$ cat src/rtl/agu_issue_queue.sv
// rtl/agu_issue_queue.sv - register-group request queue and issuer in front of the vector AGU
//
// Purpose: accepts {base register, vlmul} requests from decode, drops illegal
// encodings (reserved vlmul, misaligned group base) with a one-cycle err pulse,
// buffers legal ones in a DEPTH-entry FIFO and issues them one at a time to the
// AGU, only while the AGU reports idle.
//
// Ports:
//   clk, rst                 clock, asynchronous active-low reset
//   in_valid/in_ready        decode request handshake
//   in_addr, in_vlmul        request payload
//   agu_en                   one-cycle issue strobe
//   agu_addr, agu_vlmul      issued payload, held until the next issue
//   agu_idle                 AGU idle status
//   err                      one-cycle pulse per dropped request
//   count                    FIFO occupancy
//   busy                     queue, issuer or AGU still has work

module agu_issue_queue #(
    parameter int ADDR_WIDTH = 5,
    parameter int DEPTH      = 4
) (
    input  logic                    clk,
    input  logic                    rst,
    input  logic                    in_valid,
    output logic                    in_ready,
    input  logic [ADDR_WIDTH-1:0]   in_addr,
    input  logic [2:0]              in_vlmul,
    output logic                    agu_en,
    output logic [ADDR_WIDTH-1:0]   agu_addr,
    output logic [2:0]              agu_vlmul,
    input  logic                    agu_idle,
    output logic                    err,
    output logic [$clog2(DEPTH):0]  count,
    output logic                    busy
);

    localparam int PTR_W = $clog2(DEPTH);
    localparam int CNT_W = PTR_W + 1;
    localparam int ENT_W = ADDR_WIDTH + 3;

    typedef enum logic {S_IDLE, S_WAIT} state_t;

    state_t                  state_q;
    state_t                  state_d;
    logic [PTR_W-1:0]        wr_ptr;
    logic [PTR_W-1:0]        rd_ptr;
    logic [ENT_W-1:0]        mem [DEPTH];
    logic [ENT_W-1:0]        head;

    logic                    req_legal;
    logic [2:0]              req_vlmul;
    logic [ADDR_WIDTH-1:0]   align_mask;
    logic                    push;
    logic                    wr_en;
    logic                    drop;
    logic                    issue;

    // Classification: fractional LMUL occupies one register, so it is queued
    // as vlmul 000; integer LMUL needs the base aligned to the group size.
    always_comb begin
        req_legal  = 1'b1;
        req_vlmul  = in_vlmul;
        align_mask = '0;
        case (in_vlmul)
            3'b000:  align_mask = '0;
            3'b001:  align_mask = ADDR_WIDTH'(1);
            3'b010:  align_mask = ADDR_WIDTH'(3);
            3'b011:  align_mask = ADDR_WIDTH'(7);
            3'b100:  req_legal  = 1'b0;
            default: req_vlmul  = 3'b000;
        endcase
        if ((in_addr & align_mask) != '0) begin
            req_legal = 1'b0;
        end
    end

    assign in_ready = (count != CNT_W'(DEPTH));
    assign push     = in_valid && in_ready;
    assign wr_en    = push && req_legal;
    assign drop     = push && !req_legal;
    assign head     = mem[rd_ptr];
    assign busy     = (count != '0) || (state_q != S_IDLE) || !agu_idle;

    // Storage needs no reset: entries are discarded by resetting the pointers.
    always_ff @(posedge clk) begin
        if (wr_en) begin
            mem[wr_ptr] <= {in_addr, req_vlmul};
        end
    end

    always_ff @(posedge clk or negedge rst) begin
        if (!rst) begin
            wr_ptr <= '0;
            rd_ptr <= '0;
            count  <= '0;
        end else begin
            if (wr_en) begin
                wr_ptr <= wr_ptr + PTR_W'(1);
            end
            if (issue) begin
                rd_ptr <= rd_ptr + PTR_W'(1);
            end
            case ({wr_en, issue})
                2'b10:   count <= count + CNT_W'(1);
                2'b01:   count <= count - CNT_W'(1);
                default: count <= count;
            endcase
        end
    end

    // Issuer state register
    always_ff @(posedge clk or negedge rst) begin
        if (!rst) begin
            state_q <= S_IDLE;
        end else begin
            state_q <= state_d;
        end
    end

    // Issuer next state: after an issue, wait until the AGU has visibly gone
    // busy so the stale idle level is never mistaken for readiness.
    always_comb begin
        state_d = state_q;
        case (state_q)
            S_IDLE:  if (issue)     state_d = S_WAIT;
            S_WAIT:  if (!agu_idle) state_d = S_IDLE;
            default: state_d = S_IDLE;
        endcase
    end

    // Issuer output decode
    always_comb begin
        issue = (state_q == S_IDLE) && (count != '0) && agu_idle;
    end

    always_ff @(posedge clk or negedge rst) begin
        if (!rst) begin
            agu_en    <= 1'b0;
            agu_addr  <= '0;
            agu_vlmul <= 3'b000;
            err       <= 1'b0;
        end else begin
            agu_en <= issue;
            err    <= drop;
            if (issue) begin
                agu_addr  <= head[ENT_W-1:3];
                agu_vlmul <= head[2:0];
            end
        end
    end

endmodule

$ cat config.mk
export PLATFORM = sky130hd
export DESIGN_NAME = agu_issue_queue
export DESIGN_NICKNAME = d
export VERILOG_FILES = /design/src/rtl/agu_issue_queue.sv
export SDC_FILE = /design/constraint.sdc
export NUM_CORES = 1
export LEC_CHECK = 0
export ABC_AREA = 1
export BUFFER_PORTS_ARGS = -buffer_cell sky130_fd_sc_hd__buf_2
export CAP_MARGIN = 15
export CELL_PAD_IN_SITES_DETAIL_PLACEMENT = 0
export CELL_PAD_IN_SITES_GLOBAL_PLACEMENT = 1
export CORE_AREA = 2 2 90 66
export CTS_CLUSTER_DIAMETER = 80
export DETAILED_ROUTE_END_ITERATION = 10
export DIE_AREA = 0 0 92 68
export GPL_TIMING_DRIVEN = 1
export PLACE_DENSITY_LB_ADDON = 0.25
export SETUP_SLACK_MARGIN = 0.1
export SYNTH_ARGS = -nofsm -noshare
export SYNTH_HDL_FRONTEND = slang
export SYNTH_SLANG_ARGS = --single-unit
$ cat constraint.sdc
create_clock -name clk -period 2 [get_ports clk]
set_clock_uncertainty 0.05 [all_clocks]
set_input_delay 0.6 -clock clk [delete_from_list [all_inputs] [get_ports clk]]
set_output_delay 0.6 -clock clk [all_outputs]
set_load 0.05 [all_outputs]
==> results of run 1 <==
layer usage:
metal | vias up | wire (µm) | global-route usage [%]
met5 | - | 0 | 0
met4 | 0 | 74 | 6.716
met3 | 8 | 179 | 3.524
met2 | 31 | 1662 | 20.68
met1 | 672 | 2044 | 20.47
li1 | 720 | - | -
state kept, by name (all words and copies together), names as in the netlist:
| signal | cells |
|---|---|
| wr_ptr | 2 |
| rd_ptr | 2 |
| count | 3 |
| agu_addr | 5 |
| state_q | 1 |
| mem | 32 |
| err | 1 |
| agu_en | 1 |
| agu_vlmul | 3 |
report_power, final:
group          leakage, nW  internal, mW  switching, mW
combinational        0.590         0.628           1.21
clock               0.0683         0.500          0.322
sequential           0.511          1.36          0.180
total                 1.17          2.49           1.71
kinds of logic (layout without fill, tap and decap cells):
family	after synthesis	after routing	synth area share, %
compound gates	32	32	8.769
simple gates	70	70	15.68
fa+ha+maj	6	6	3.833
flops	50	50	65.51
xor+xnor	3	3	1.220
buf+inv	22	75	4.994
per-stage QoR:
stage | util (%) | instance area (µm²) | TNS (ns)
2_1_floorplan | - | 2180 | -0.07021
3_3_place_gp | 46.29 | 2531 | -0.2279
3_5_place_dp | 46.29 | 2531 | -0.3071
4_1_cts | 49.52 | 2708 | 0
5_1_grt | 50.14 | 2741 | 0
6_report | 50.14 | 2741 | 0
final cells by class:
class	instances	area, µm²	share of cell area [%]
Sequential cell	50	1415	51.62
Clock buffer	5	68.82	2.510
Multi-Input combinational cell	111	671.9	24.51
Clock inverter	3	68.82	2.510
Tap cell	75	93.84	3.423
Inverter	18	70.07	2.556
Timing Repair Buffer	49	352.8	12.87
worst min-delay path by stage:
stage | slack [ns] | endpoint
after floorplan | 0.25 | agu_addr[0]
final | 0.17 | agu_vlmul[0]
after global routing | 0.18 | agu_vlmul[0]
after detailed placement | 0.41 | state_q
after global placement | 0.41 | agu_vlmul[1]
after CTS | 0.17 | agu_vlmul[0]
cells in the mapped netlist, types with 2 or more instances:
cell type,instances,area [µm²]
o22ai_1,8,50.05
nand4_1,2,12.51
edfxtp_1,32,960.9
ha_1,5,62.56
dfrtp_1,18,450.4
inv_2,2,7.510
buf_4,2,15.01
nand2_2,2,12.51
nor2_1,16,60.06
buf_6,2,22.52
nand3_1,2,10.01
nand2_1,36,135.1
nor2_4,2,22.52
inv_1,15,56.30
nor2_2,6,37.54
o21ai_1,2,10.01
xor2_1,2,17.52
nand3_2,2,20.02
o21ai_0,18,90.09
worst max-delay path, stage by stage:
cell     delay [ns]
buf_2          0.14
nor3_4         0.24
nor2_4         0.07
nand3_4        0.09
ha_4           0.12
inv_2          0.04
fa_2           0.34
a21oi_2        0.11
o21ai_1        0.08
xor2_1         0.14
repair_timing:
| item | CTS | global route |
|---|---|---|
| setup buffers | 4 | 2 |
| setup endpoints to repair | 1 | 3 |
| pin swaps | 1 | 0 |
| resized for setup | 3 | 7 |
placed cells by master (no fill, tap or decap), types with 4 or more instances in the layout:
| master | count |
|---|---|
| buf_2 | 24 |
| buf_4 | 20 |
| clkbuf_8 | 5 |
| dfrtp_1 | 15 |
| edfxtp_1 | 32 |
| ha_1 | 4 |
| inv_1 | 12 |
| inv_2 | 5 |
| nand2_1 | 35 |
| nor2_1 | 16 |
| nor2_2 | 6 |
| o21ai_0 | 16 |
| o22ai_1 | 8 |
==> results.toml, run 1 <==
[run_status]
status = "finished clean"

[logic_synthesis]
syn_area_mm2 = 0.002155
synthArstFlopShare_pct = 36.00
synth_fp_nets = 201
synth-seq-cells = 50
syn_area_per_cell_um2 = 11.77
syn_inst = 183
yosysWarnings = 0
synth_seq_area_share_pct = 65.51
synth-edff-count = 32
yosysUniqueCellTypes = 28
postSynth.topFlopCell = "edfxtp_1"

[drt]
drc = 0
viasPerCell = 4.601
firstDrtPassIters = 4
first_iter_violations = 51
wl_um = 3961
drtAntennaViolNets = 0
wire_per_inst_um = 12.74
route.vias.total = 1431

[finish]
antenna_cells = 0
finalNonFillerCells = 311
syn_to_final_growth_pct = 27.24
fill_cells = 511
drive_above_1_share_pct = 36.86
layout.nets = 253

[worst_setup_path]
r2r_slack_ns = 0.16
path_class = "in2reg"
r2r_cells = 10
r2r_end = "count[2]"
required_ns = 2.14
worst_setup_path_start_kind = "input port"
end_kind = "flop"
startpoint = "in_vlmul[0]"
critPathMaxFanout = 5
timing.rr.start = "count[0]"
crit_end = "count[2]"
critPathArrivalTime_ns = 1.99

[global_routing]
grt_pass1_wl_um = 6568
grt_start_max_net_pins = 19
antenna_found_initial = 0
overflow = 0
track_usage_pct = 14.31
grt_pass1_vias = 1341

[floorplan]
die_height_um = 68
die_area_mm2 = 0.006256
initial_utilization_pct = 39.41
rows = 23
core_mm2 = 0.005468
io_pins = 27
die_w_um = 92

[placed_design]
gp_congestion = 0.7809
dpl.cell_count = 297
port_buffers = 26
hpwl_um = 2752
place_ws_ns = -0.2037

[sta]
rsz0062_at_grt = "yes"
final-setup-viol-count = 0
worst_pin_slew_ns = 0.4749
max_slew_margin_pct = 68.34
finalHoldViolCount = 0
hold_slack_ns = 0.1706
setup_ws_ns = 0.1544
max_freq_mhz = 541.8
period_share_pct = 92.28
period_minus_slack_ns = 1.846
drv_slew = 0

[clocking]
clkSinkCount = 50
cts_buffer_depth = 2
htreeDepth = 2
clk_root_buffer_cell = "clkbuf_8"
clkTransAtPathRegs_ns = 0.09
clkLatencyLatePin_ns = 0.30
numCtsBuffers = 5
cts_hold_buffers = 0
cts_tree = "built"

[pwr]
p_per_area_mw_per_mm2 = 1531
p_leak_nw = 1.169
power_mw = 4.197
peakVddDrop_mv = 0.4051

[run]
maxCapViolations = 0

[min_path]
hold_class = "in2async"
No activity file was read; power rests on OpenSTA's default activity.
==> run 2: changes to the inputs <==
CORE_AREA = 2 2 63 94   (was 2 2 90 66)
DIE_AREA = 0 0 65 96   (was 0 0 92 68)
==> run 2 against run 1 <==
Sequential cell count unchanged. Worst hold slack got worse by 0.00068 ns. Via count is 2.3% lower. Non-clock buffer count is the same. Maximum frequency shrank 0.63%. Core utilization shrank 0.33 points. Register-to-register slack barely moved. Clock power fell by 29%. Combinational power shrank 5%. Critical path type unchanged. Largest cell class unchanged. Largest power group unchanged. Highest routed layer unchanged.
==> results.toml, run 2 (same netlist as run 1, synthesis figures left out) <==
[sta]
max_slew_margin_pct = 70.84
drv_slew = 0
period_share_pct = 92.86
final-setup-viol-count = 0
tns_ns = 0
worst_pin_slew_ns = 0.4374
rsz0062_at_grt = "yes"
period_minus_slack_ns = 1.857
max_freq_mhz = 538.4
hold_slack_ns = 0.1699
finalHoldViolCount = 0

[worst_setup_path]
r2r_slack_ns = 0.15
critPathMaxFanout = 5
end_kind = "flop"
critPathArrivalTime_ns = 1.99
required_ns = 2.13
worst_setup_path_start_kind = "input port"
path_class = "in2reg"

[pwr]
p_leak_nw = 1.148
p_per_area_mw_per_mm2 = 1441
power_mw = 3.881
peakVddDrop_mv = 0.4403

[placed_design]
port_buffers = 26
place_area_mm2 = 0.002527
gp_congestion = 0.7508
hpwl_um = 2778

[finish]
final_common_cell = "nand2_1"
layout.nets = 253
largest_register_ffs = 32
layout_common_cells = "35 x nand2_1, 32 x edfxtp_1, 23 x buf_2"
syn_to_final_growth_pct = 25.03
stdcell_area_mm2 = 0.002694
regMostFlops = "mem"
top_regs = "mem: 32 flops, agu_addr: 5 flops"
antenna_cells = 0
fill_cells = 509
drive_above_1_share_pct = 37.29

[global_routing]
grt_pass1_vias = 1294
overflow = 0
grt_start_max_net_pins = 19
track_usage_pct = 13.18
antenna_found_initial = 0
grt_pass1_wl_um = 6058

[clocking]
htreeDepth = 2
clkSinkCount = 50
clkTransAtPathRegs_ns = 0.09
cts_tree = "built"
cts_buffer_depth = 2
clkLatencyLatePin_ns = 0.29
cts_hold_buffers = 0
clk_root_buffer_cell = "clkbuf_8"
numCtsBuffers = 5

[floorplan]
initial_utilization_pct = 39.83
rows = 33
die_area_mm2 = 0.006240
io_pins = 27
die_w_um = 65
core_mm2 = 0.005409
die_height_um = 96

[drt]
viasPerCell = 4.569
drtAntennaViolNets = 0
drc = 0
route.vias.total = 1398
wire_per_inst_um = 11.96
firstDrtPassIters = 4
wl_um = 3660
first_iter_violations = 73

[min_path]
hold_class = "in2async"

[run_status]
status = "finished clean"

[run]
maxCapViolations = 0
==> run 2: final timing paths <==
path | start | depth (start not counted) | endpoint
max in group asynchronous | rst | 1 | count[0]
hold reg to reg | agu_addr[0] | 2 | agu_addr[0]
hold / removal | rst | 1 | agu_vlmul[1]
min in group clk | agu_addr[0] | 2 | agu_addr[0]
setup / recovery | in_vlmul[0] | 10 | count[2]
setup reg to reg | count[0] | 10 | count[2]
==> run 2: routing by layer <==
layer / routed length [µm] / global-route usage, % / vias to the layer above
met1: 1457 / 14.20 / 645
met5: 0 / 0 / -
met3: 128 / 3.509 / 6
met2: 2020 / 24.23 / 28
met4: 53 / 5.319 / 0
li1: - / - / 719
==> run 2: report_power, final <==
| part | switching [mW] | total, mW | leakage (nW) | internal, mW |
|---|---|---|---|---|
| Combinational | 1.15 | 1.74 | 0.590 | 0.594 |
| Clock | 0.308 | 0.586 | 0.0472 | 0.278 |
| Sequential | 0.191 | 1.55 | 0.511 | 1.36 |
==> run 2: repair_timing <==
| action | 4_1_cts | 5_1_grt |
|---|---|---|
| resized for setup | 1 | 12 |
| pin swaps | 1 | 7 |
| setup endpoints to repair | 1 | 2 |
| cloned | 0 | 0 |
| buffers inserted | 3 | 1 |
==> run 2: final cells by class <==
class	instances	area, µm²	area share, %
clock buffers	6	82.58	3.065
clock inverters	2	12.51	0.4645
inverters	18	70.07	2.601
multi-input cells	111	679.4	25.22
flip-flops and latches	50	1415	52.53
well taps	70	87.58	3.251
repair buffers	49	346.6	12.87
==> run 2: worst max-delay path: stages <==
cell and delay (ns):
clkbuf_4 0.15, o21ai_4 0.16, nand3_2 0.11, nand3_4 0.11, ha_4 0.13, inv_2 0.04
fa_2 0.36, a21oi_2 0.11, o21ai_1 0.08, xor2_1 0.14
==> run 2: stage by stage <==
stage / util (%) / instances / setup WS, ns
2_1_floorplan: - / 183 / -0.07021
3_3_place_gp: 46.73 / 294 / -0.1605
3_5_place_dp: 46.73 / 294 / -0.1898
4_1_cts: 48.95 / 305 / 0.1157
5_1_grt: 49.80 / 306 / 0.05996
6_report: 49.80 / 306 / 0.1428
